==> config.mk <==
export PLATFORM = sky130hd
export DESIGN_NAME = frame_unpack
export DESIGN_NICKNAME = d
export VERILOG_FILES = /design/src/rtl/frame_pkg.sv /design/src/rtl/frame_fifo.sv /design/src/rtl/frame_unpack.sv
export SDC_FILE = /design/constraint.sdc
export NUM_CORES = 1
export LEC_CHECK = 0
export CAP_MARGIN = 20
export CORE_AREA = 2 2 226 250
export CTS_CLUSTER_DIAMETER = 80
export DETAILED_ROUTE_END_ITERATION = 10
export DIE_AREA = 0 0 228 252
export GPL_ROUTABILITY_DRIVEN = 0
export PLACE_DENSITY = 0.47
export SYNTH_ARGS = -nofsm -noshare
export SYNTH_HDL_FRONTEND = slang
export SYNTH_SLANG_ARGS = --single-unit
==> constraint.sdc <==
create_clock -name clk -period 8.4 [get_ports clk]
set_input_delay 1.26 -clock clk [delete_from_list [all_inputs] [get_ports clk]]
set_output_delay 1.26 -clock clk [all_outputs]
set_load 0.01 [all_outputs]
==> src/rtl/frame_pkg.sv <==
// Shared types and constants for the frame unpacker datapath.
package frame_pkg;

  localparam int FRAME_W = 130;
  localparam int PAY_W   = 128;
  localparam int HALF_W  = 64;

  // Mode tags produced by the packer; every other tag means an all-zero frame.
  localparam logic [1:0] MODE_DUP  = 2'b11;
  localparam logic [1:0] MODE_FULL = 2'b01;

  typedef enum logic [1:0] {
    KIND_NULL = 2'd0,
    KIND_FULL = 2'd1,
    KIND_DUP  = 2'd2
  } kind_e;

  // One decoded frame as stored in the output FIFO (133 bits).
  typedef struct packed {
    logic [PAY_W-1:0] data;
    logic             f;
    logic             g;
    kind_e            kind;
    logic             err;
  } entry_t;

endpackage

==> src/rtl/frame_fifo.sv <==
// Synchronous FIFO of decoded entries with explicit occupancy tracking.
module frame_fifo
  import frame_pkg::*;
#(
  parameter int DEPTH = 2
) (
  input  logic   clk,
  input  logic   rst,
  input  logic   push,
  input  logic   pop,
  input  entry_t wr_entry,
  output entry_t rd_entry,
  output logic   full,
  output logic   empty
);

  localparam int PTR_W = (DEPTH > 1) ? $clog2(DEPTH) : 1;
  localparam int OCC_W = $clog2(DEPTH + 1);

  entry_t           mem [DEPTH];
  logic [PTR_W-1:0] wr_ptr;
  logic [PTR_W-1:0] rd_ptr;
  logic [OCC_W-1:0] occ;
  logic             do_push;
  logic             do_pop;

  function automatic logic [PTR_W-1:0] next_ptr(input logic [PTR_W-1:0] p);
    return (p == PTR_W'(DEPTH - 1)) ? '0 : p + 1'b1;
  endfunction

  assign full    = (occ == OCC_W'(DEPTH));
  assign empty   = (occ == '0);
  assign do_push = push & ~full;
  assign do_pop  = pop & ~empty;

  // Pointer and occupancy bookkeeping; push and pop together leave occupancy unchanged.
  always_ff @(posedge clk) begin
    // NOTE: sequential state uses non-blocking assignments so every register samples pre-edge values.
    if (rst) begin
      wr_ptr <= '0;
      rd_ptr <= '0;
      occ    <= '0;
    end else begin
      if (do_push) wr_ptr <= next_ptr(wr_ptr);
      if (do_pop)  rd_ptr <= next_ptr(rd_ptr);
      case ({do_push, do_pop})
        2'b10:   occ <= occ + 1'b1;
        2'b01:   occ <= occ - 1'b1;
        default: occ <= occ;
      endcase
    end
  end

  // Entry storage write.
  always_ff @(posedge clk) begin
    // NOTE: storage is deliberately not reset; the empty flag masks stale contents at the output.
    if (do_push) mem[wr_ptr] <= wr_entry;
  end

  // Head entry reads as all-zero whenever nothing is buffered.
  always_comb begin
    rd_entry = empty ? '0 : mem[rd_ptr];
  end

endmodule

==> src/rtl/frame_unpack.sv <==
// Receive-side frame decoder: mode decode, integrity check, output FIFO and statistics.
module frame_unpack
  import frame_pkg::*;
#(
  parameter int DEPTH = 2,
  parameter int CNT_W = 16
) (
  input  logic               clk,
  input  logic               rst,
  input  logic               in_valid,
  output logic               in_ready,
  input  logic [FRAME_W-1:0] in_frame,
  input  logic [1:0]         in_mode,
  output logic               out_valid,
  input  logic               out_ready,
  output logic [PAY_W-1:0]   out_data,
  output logic               out_f,
  output logic               out_g,
  output logic [1:0]         out_kind,
  output logic               out_err,
  output logic [CNT_W-1:0]   frame_cnt,
  output logic [CNT_W-1:0]   err_cnt
);

  entry_t dec;
  entry_t head;
  logic   fifo_full;
  logic   fifo_empty;
  logic   accept;
  logic   take;

  assign in_ready  = ~fifo_full;
  assign out_valid = ~fifo_empty;
  assign accept    = in_valid & in_ready;
  assign take      = out_valid & out_ready;

  // Decode the presented frame according to its mode tag.
  always_comb begin
    // NOTE: defaulting the whole struct first keeps every path assigned, so no latch is inferred.
    dec = '0;
    case (in_mode)
      MODE_DUP: begin
        dec.kind = KIND_DUP;
        dec.f    = in_frame[FRAME_W-1];
        dec.data = {{HALF_W{1'b0}}, in_frame[HALF_W-1:0]};
        dec.err  = in_frame[PAY_W] | (in_frame[PAY_W-1:HALF_W] != in_frame[HALF_W-1:0]);
      end
      MODE_FULL: begin
        dec.kind = KIND_FULL;
        dec.f    = in_frame[FRAME_W-1];
        dec.g    = in_frame[PAY_W];
        dec.data = in_frame[PAY_W-1:0];
      end
      default: begin
        // The packer sends all zeros for null tags, so any set bit is corruption.
        dec.err = |in_frame;
      end
    endcase
  end

  frame_fifo #(.DEPTH(DEPTH)) u_fifo (
    .clk      (clk),
    .rst      (rst),
    .push     (accept),
    .pop      (take),
    .wr_entry (dec),
    .rd_entry (head),
    .full     (fifo_full),
    .empty    (fifo_empty)
  );

  // Head fields come straight from FIFO storage.
  always_comb begin
    out_data = head.data;
    out_f    = head.f;
    out_g    = head.g;
    out_kind = head.kind;
    out_err  = head.err;
  end

  // Saturating statistics counters for accepted frames and errored frames.
  always_ff @(posedge clk) begin
    if (rst) begin
      frame_cnt <= '0;
      err_cnt   <= '0;
    end else if (accept) begin
      if (frame_cnt != '1)           frame_cnt <= frame_cnt + 1'b1;
      if (dec.err && err_cnt != '1)  err_cnt   <= err_cnt + 1'b1;
    end
  end

endmodule

==> results of run 1 <==
-- cell usage in the layout (no fill, tap or decap), types with 4 or more instances in the layout --
cell type / instances
clkdlybuf4s50_1: 301
edfxtp_1: 266
nor2_1: 163
mux2i_1: 134
and2_1: 133
xnor2_1: 66
nor4_1: 40
clkbuf_16: 38
dfxtp_1: 36
nand4_1: 25
xor2_1: 15
nand2_1: 15
clkinv_1: 13
nand3_1: 12
buf_4: 10
nor3_1: 9
a21oi_1: 9
nor2b_1: 9
and3_1: 8
inv_1: 5
o21ai_0: 5
o31ai_1: 5
or4_1: 5
mux2_1: 5
clkinv_2: 5
and3_4: 4
or3_1: 4
mux2_2: 4
-- routing by layer --
layer  up-vias  routed length (um)  global-route usage [%]
li1       4392                   -                       -
met1      4774               22800                    22.9
met2       344               22900                    27.1
met3        83                3120                    4.68
met4         6                1390                    5.40
met5         -                  36                       0
-- tightest hold or removal path, cell delays in order (launching register included) --
cell	delay, ns
dfxtp_1	0.33
o21ai_0	0.08
a21oi_1	0.06
-- sequential cells by signal (all words and copies together) (netlist names), named ones only --
signal and flops:
frame_cnt 16, err_cnt 16, u_fifo.mem 266, u_fifo.rd_ptr 1
u_fifo.wr_ptr 1, u_fifo.occ 2
-- report_power, final --
part / internal, W / leakage [nW] / switching (W)
registers: 0.00192 / 2.86 / 0.000105
logic: 0.000875 / 2.66 / 0.00106
clock network: 0.000929 / 0.587 / 0.000661
total: 0.00372 / 6.10 / 0.00183
-- how the worst min path moves through the flow --
stage,start,to,slack (ns),cells after the start
6_report,frame_cnt[5],frame_cnt[5],0.51,2
5_1_grt,frame_cnt[5],frame_cnt[5],0.54,2
4_1_cts,frame_cnt[5],frame_cnt[5],0.51,2
3_5_place_dp,frame_cnt[5],frame_cnt[5],0.50,2
3_3_place_gp,frame_cnt[5],frame_cnt[5],0.49,2
2_1_floorplan,u_fifo.occ[1],u_fifo.occ[1],0.47,2
-- cell type report --
cell class | count | area [sq um] | area share (%)
Clock buffer | 41 | 962 | 5.16
Timing Repair Buffer | 313 | 3110 | 16.7
Clock inverter | 29 | 244 | 1.31
Tap cell | 736 | 921 | 4.93
Antenna cell | 3 | 7.51 | 0.0402
Multi-Input combinational cell | 687 | 4670 | 25.0
Sequential cell | 303 | 8730 | 46.8
Inverter | 5 | 18.8 | 0.101
-- stage by stage --
step                utilization (%)  hold WS, ns  worst slack, ns
floorplan                         -        0.472            0.813
global placement               31.9        0.494             4.26
detailed placement             31.9        0.501             4.26
CTS                            34.1        0.511             3.66
global route                   34.1        0.543             3.58
finish                         34.1        0.511             3.78
-- cell families after synthesis --
group,Yosys count,synth area share [%]
flip-flops,303,64.2
multiplexers,143,10.6
AND/OR/NAND/NOR,437,16.9
buffers and inverters,57,1.68
adder cells (fa/ha/maj),3,0.276
AO/OA/AOI/OAI,23,1.14
XOR/XNOR,81,5.22
==> metrics.csv, run 1 <==
stage;metric;value;unit
status;status;finished, final reports clean;
clock_tree;Clock Sinks;303;
global_routing;pin count of the biggest net entering global routing;134;
sta;clk_skew;0.0133;ns
global_routing;vias in the first global route;9931;
setup_path;worst path bufs/invs;2;
placed_design;PortBufs;302;
global_routing;first-pass GRT wire length;70800;um
clock_tree;# H-tree levels;2;
synthesis;YS warnings;0;
sta;RSZ-0062 raised after global routing;no;
floorplan;I/O pins;303;
cells_and_area;share of layout cells above drive strength 1;6.02;%
setup_path;FF-to-FF Start;u_fifo.occ[0];
clock_tree;TritonCTS clock tree;yes;
synthesis;Synth cell types;38;
sta;TNS Setup;0;ns
power;Final Total Pwr;0.00555;W
floorplan;full die area;57500;sq um
cells_and_area;Final Instance Area;18700;sq um
synthesis;top-area cell type share of the netlist area;58.8;%
setup_path;Critical Path End Type;output pin;
synthesis;#FFs+latches synth;303;
setup_path;CP Max Fanout;57;
synthesis;register area share after synthesis;64.2;%
sta;Tmin final;4.62;ns
routing;Antenna Nets Post-Route;0;
floorplan;die height;252;um
setup_path;CP Launch Type;flip-flop;
clock_tree;# hold bufs at CTS;0;
setup_path;r2r setup slk;5.91;ns
global_routing;GR Util All Layers;17.2;%
setup_path;critical path class;flip-flop to output pin;
synthesis;Synth area leaders;edfxtp_1, mux2i_1, and2_1;
cells_and_area;final non-filler cell total;2117;
clock_tree;clk_lat worst skew;0.56;ns
clock_tree;Setup Fix Bufs, Post-CTS;0;
synthesis;ys flop type;edfxtp_1;
setup_path;CP Data Arrival Time;3.36;ns
power;Cell Pwr Density;297;nW/um^2
routing;initial DRC count;629;
synthesis;top cell type by total area after synthesis;edfxtp_1;
sta;Worst Max-Slew Pin Slew;1.10;ns
setup_path;R2R Path End;u_fifo.mem[1][68];
routing;# DRC;0;
cells_and_area;Filler cells;5500;
clock_tree;PostCTS Resize Cnt;0;
sta;fin. max-slew vios;0;
placed_design;dpl cell area;17500;sq um
synthesis;Mapped Nets;1186;
routing;vias per cell;4.53;
floorplan;total core area;54700;sq um
sta;relative slew slack;26.6;%
synthesis;Post-synth EDFFs;266;
synthesis;Synth Cell Area;13600;sq um
clock_tree;Root Driver;clkbuf_16;
routing;DRT Wirelength;50200;um
global_routing;initial antenna violation count;8;
setup_path;Reg2Reg Depth;3;
synthesis;Avg Synthesized Cell Area;13.0;sq um
sta;final setup violation count;0;
placed_design;HPWL Detailed;36100;um
synthesis;Post-Synthesis Cells;1047;
clock_tree;clock transition at the registers of the reported paths;0.06;ns
setup_path;CP top delay family;buffers and inverters;
setup_path;capture point of the worst path;out_data[58];
placed_design;DP Cell Count;2044;
floorplan;Initial Utilization;24.8;%
power;Pleak;6.10;nW
cells_and_area;final net count;1487;
routing;TritonRoute pass-1 iters;5;
clock_tree;total CTS buffers;38;
setup_path;critical path, cell by cell;buf_4 > mux2i_1 > nor2_1 > clkdlybuf4s50_1;
routing;wire per inst;23.7;um
cells_and_area;area growth from synthesis to layout;37.3;%
global_routing;Overflow after GRT;0;
sta;maximum clock frequency;0.216;GHz
power;Peak VDD IR;0.000192;V
synthesis;most common cell in the synthesized netlist;edfxtp_1;
floorplan;Core Rows;90;
min_path;Hold Crit Class;flip-flop to flip-flop;
clock_tree;clk buf depth;3;
job;Max Cap Viol;0;
routing;vias post-DR;9599;
sta;final hold viol count;0;
setup_path;CP peak stage delay;0.92;ns
sta;period utilization;55.0;%
floorplan;Die Width;228;um
setup_path;Critical Path RT;7.14;ns
synthesis;post-synthesis async set-or-reset flop share;0;%
synthesis;Post-synth top cells;edfxtp_1, nor2_1, mux2i_1, and2_1, xnor2_1;
setup_path;CP Depth;4;
setup_path;slowest stage cell, crit path;buf_4;
No activity file was read; power rests on OpenSTA's default activity.
==> run 2, diff against run 1 <==
Settings changed: PLACE_DENSITY 0.47 to 0.49.
Clock period 8.4 ns to 4 ns, I/O delays scaled along.
==> run 2 against run 1 <==
  * First-iteration DRC count grew 28%
  * Non-clock buffer count grew 17
  * Wire length shrank 0.31%
  * Clock-buffer cell count grew 3
  * Final area grew 1.1%
  * Hold slack lost 0.0020 ns
  * Largest cell class unchanged
  * Critical path type unchanged
  * Register-to-register slack lost 4.2 ns
  * Die area is the same
  * Combinational power grew 120%
  * Cell count grew 0.52%
==> metrics.csv, run 2 (synthesized netlist as in run 1, its figures left out) <==
stage;metric;value;unit
setup_path;worst path bufs/invs;2;
routing;TritonRoute pass-1 iters;5;
floorplan;full die area;57500;sq um
setup_path;r2r setup slk;1.70;ns
sta;maximum clock frequency;0.303;GHz
clock_tree;# hold bufs at CTS;0;
floorplan;total core area;54700;sq um
setup_path;FF-to-FF Start;u_fifo.occ[0];
setup_path;critical path, cell by cell;buf_4 > mux2i_1 > nor2_1 > clkdlybuf4s50_1;
setup_path;CP Max Fanout;28;
clock_tree;TritonCTS clock tree;yes;
clock_tree;Setup Fix Bufs, Post-CTS;0;
cells_and_area;final net count;1502;
cells_and_area;commonest non-fill, non-tap cell in the layout;clkdlybuf4s50_1;
routing;Antenna Nets Post-Route;0;
clock_tree;total CTS buffers;36;
global_routing;GR Util All Layers;16.9;%
setup_path;CP Launch Type;flip-flop;
sta;clk_skew;0.0143;ns
clock_tree;Root Driver;clkbuf_16;
setup_path;Reg2Reg Depth;7;
cells_and_area;Final Instance Area;18900;sq um
power;Peak VDD IR;0.000528;V
sta;final hold viol count;0;
global_routing;pin count of the biggest net entering global routing;83;
sta;Worst Max-Slew Pin Slew;0.713;ns
sta;RSZ-0062 raised after global routing;no;
routing;initial DRC count;804;
routing;vias per cell;4.60;
sta;Hold Slack;0.509;ns
power;Cell Pwr Density;623;nW/um^2
setup_path;CP top delay family;buffers and inverters;
min_path;worst hold path cell count;2;
sta;relative slew slack;52.5;%
sta;fin. max-slew vios;0;
setup_path;slowest stage cell, crit path;dfxtp_4;
sta;final setup violation count;0;
global_routing;initial antenna violation count;8;
cells_and_area;share of layout cells above drive strength 1;6.78;%
setup_path;CP Data Arrival Time;2.70;ns
floorplan;I/O pins;303;
sta;TNS Setup;0;ns
sta;period utilization;82.4;%
status;status;finished, final reports clean;
floorplan;Core Rows;90;
cells_and_area;Multi-input gate area;4670;sq um
cells_and_area;Regs by FF count;u_fifo.mem (266), err_cnt (16), frame_cnt (16);
cells_and_area;Reg area;8730;sq um
global_routing;vias in the first global route;9813;
clock_tree;clock transition at the registers of the reported paths;0.05;ns
cells_and_area;Biggest register;u_fifo.mem;
setup_path;critical path class;flip-flop to output pin;
routing;wire per inst;23.5;um
placed_design;HPWL Detailed;37100;um
routing;vias post-DR;9783;
floorplan;Initial Utilization;24.8;%
clock_tree;clk_lat worst skew;0.55;ns
placed_design;DP Worst Slack;0.654;ns
power;Pleak;6.20;nW
global_routing;Overflow after GRT;0;
job;Max Cap Viol;0;
clock_tree;clk buf depth;3;
setup_path;R2R Path End;u_fifo.occ[1];
cells_and_area;Filler cells;5514;
floorplan;Die Width;228;um
sta;setup ws final;0.704;ns
setup_path;Critical Path RT;3.40;ns
clock_tree;# H-tree levels;2;
clock_tree;Clock Sinks;303;
placed_design;PortBufs;302;
routing;DRT Wirelength;50000;um
power;Final Total Pwr;0.0118;W
clock_tree;PostCTS Resize Cnt;0;
sta;Tmin final;3.30;ns
setup_path;CP peak stage delay;0.73;ns
min_path;Hold Crit Class;flip-flop to flip-flop;
cells_and_area;area growth from synthesis to layout;38.8;%
min_path;HP Start;u_fifo.rd_ptr;
cells_and_area;most frequent cells in the layout;clkdlybuf4s50_1, edfxtp_1, nor2_1;
floorplan;die height;252;um
routing;# DRC;0;
placed_design;dpl cell area;17700;sq um
cells_and_area;max reg flops;266;
global_routing;first-pass GRT wire length;69700;um
setup_path;Critical Path End Type;output pin;
run 2: cell type report:
class | instances | share of cell area [%]
tap | 736 | 4.88
sequential | 303 | 46.3
multi-input combinational | 687 | 24.7
inverter | 5 | 0.0995
clock buffer | 44 | 5.21
clock inverter | 17 | 0.981
antenna | 6 | 0.0796
timing repair buffer | 330 | 17.7
run 2: metrics by stage:
stage / utilization, % / cells
2_1_floorplan: - / 1047
3_3_place_gp: 32.3 / 2060
3_5_place_dp: 32.3 / 2060
4_1_cts: 34.4 / 2121
5_1_grt: 34.5 / 2126
6_report: 34.5 / 2128
run 2: tightest hold or removal path: cells and delay by family, from the launching register on:
family                    cells  cell delay [ns]
xor gates and xnor gates      1             0.08
DFF                           1             0.32
and+or+nand+nor               1             0.07
run 2: where the power goes:
group	switching (W)	internal (W)	total [W]
clock network	0.00130	0.00200	0.00330
logic	0.00230	0.00193	0.00423
registers	0.000195	0.00402	0.00422
run 2: worst max path at each step:
stage	slack, ns	to	from	cells after the start
6_report	0.70	out_data[27]	flip-flop	4
4_1_cts	0.63	out_data[3]	flip-flop	4
2_1_floorplan	0.80	u_fifo.mem[0][0]	u_fifo.occ[0]	3
3_5_place_dp	0.65	err_cnt[5]	in_frame[94]	9
5_1_grt	0.57	out_data[33]	flip-flop	4
3_3_place_gp	0.65	err_cnt[6]	in_frame[125]	9
run 2: metal layers:
metal / vias up / GRT usage [%] / wire [um]
met5: - / 0 / 18
met1: 4874 / 22.8 / 22600
met4: 4 / 6.50 / 1690
met2: 402 / 25.7 / 22000
li1: 4416 / - / -
met3: 87 / 4.76 / 3680
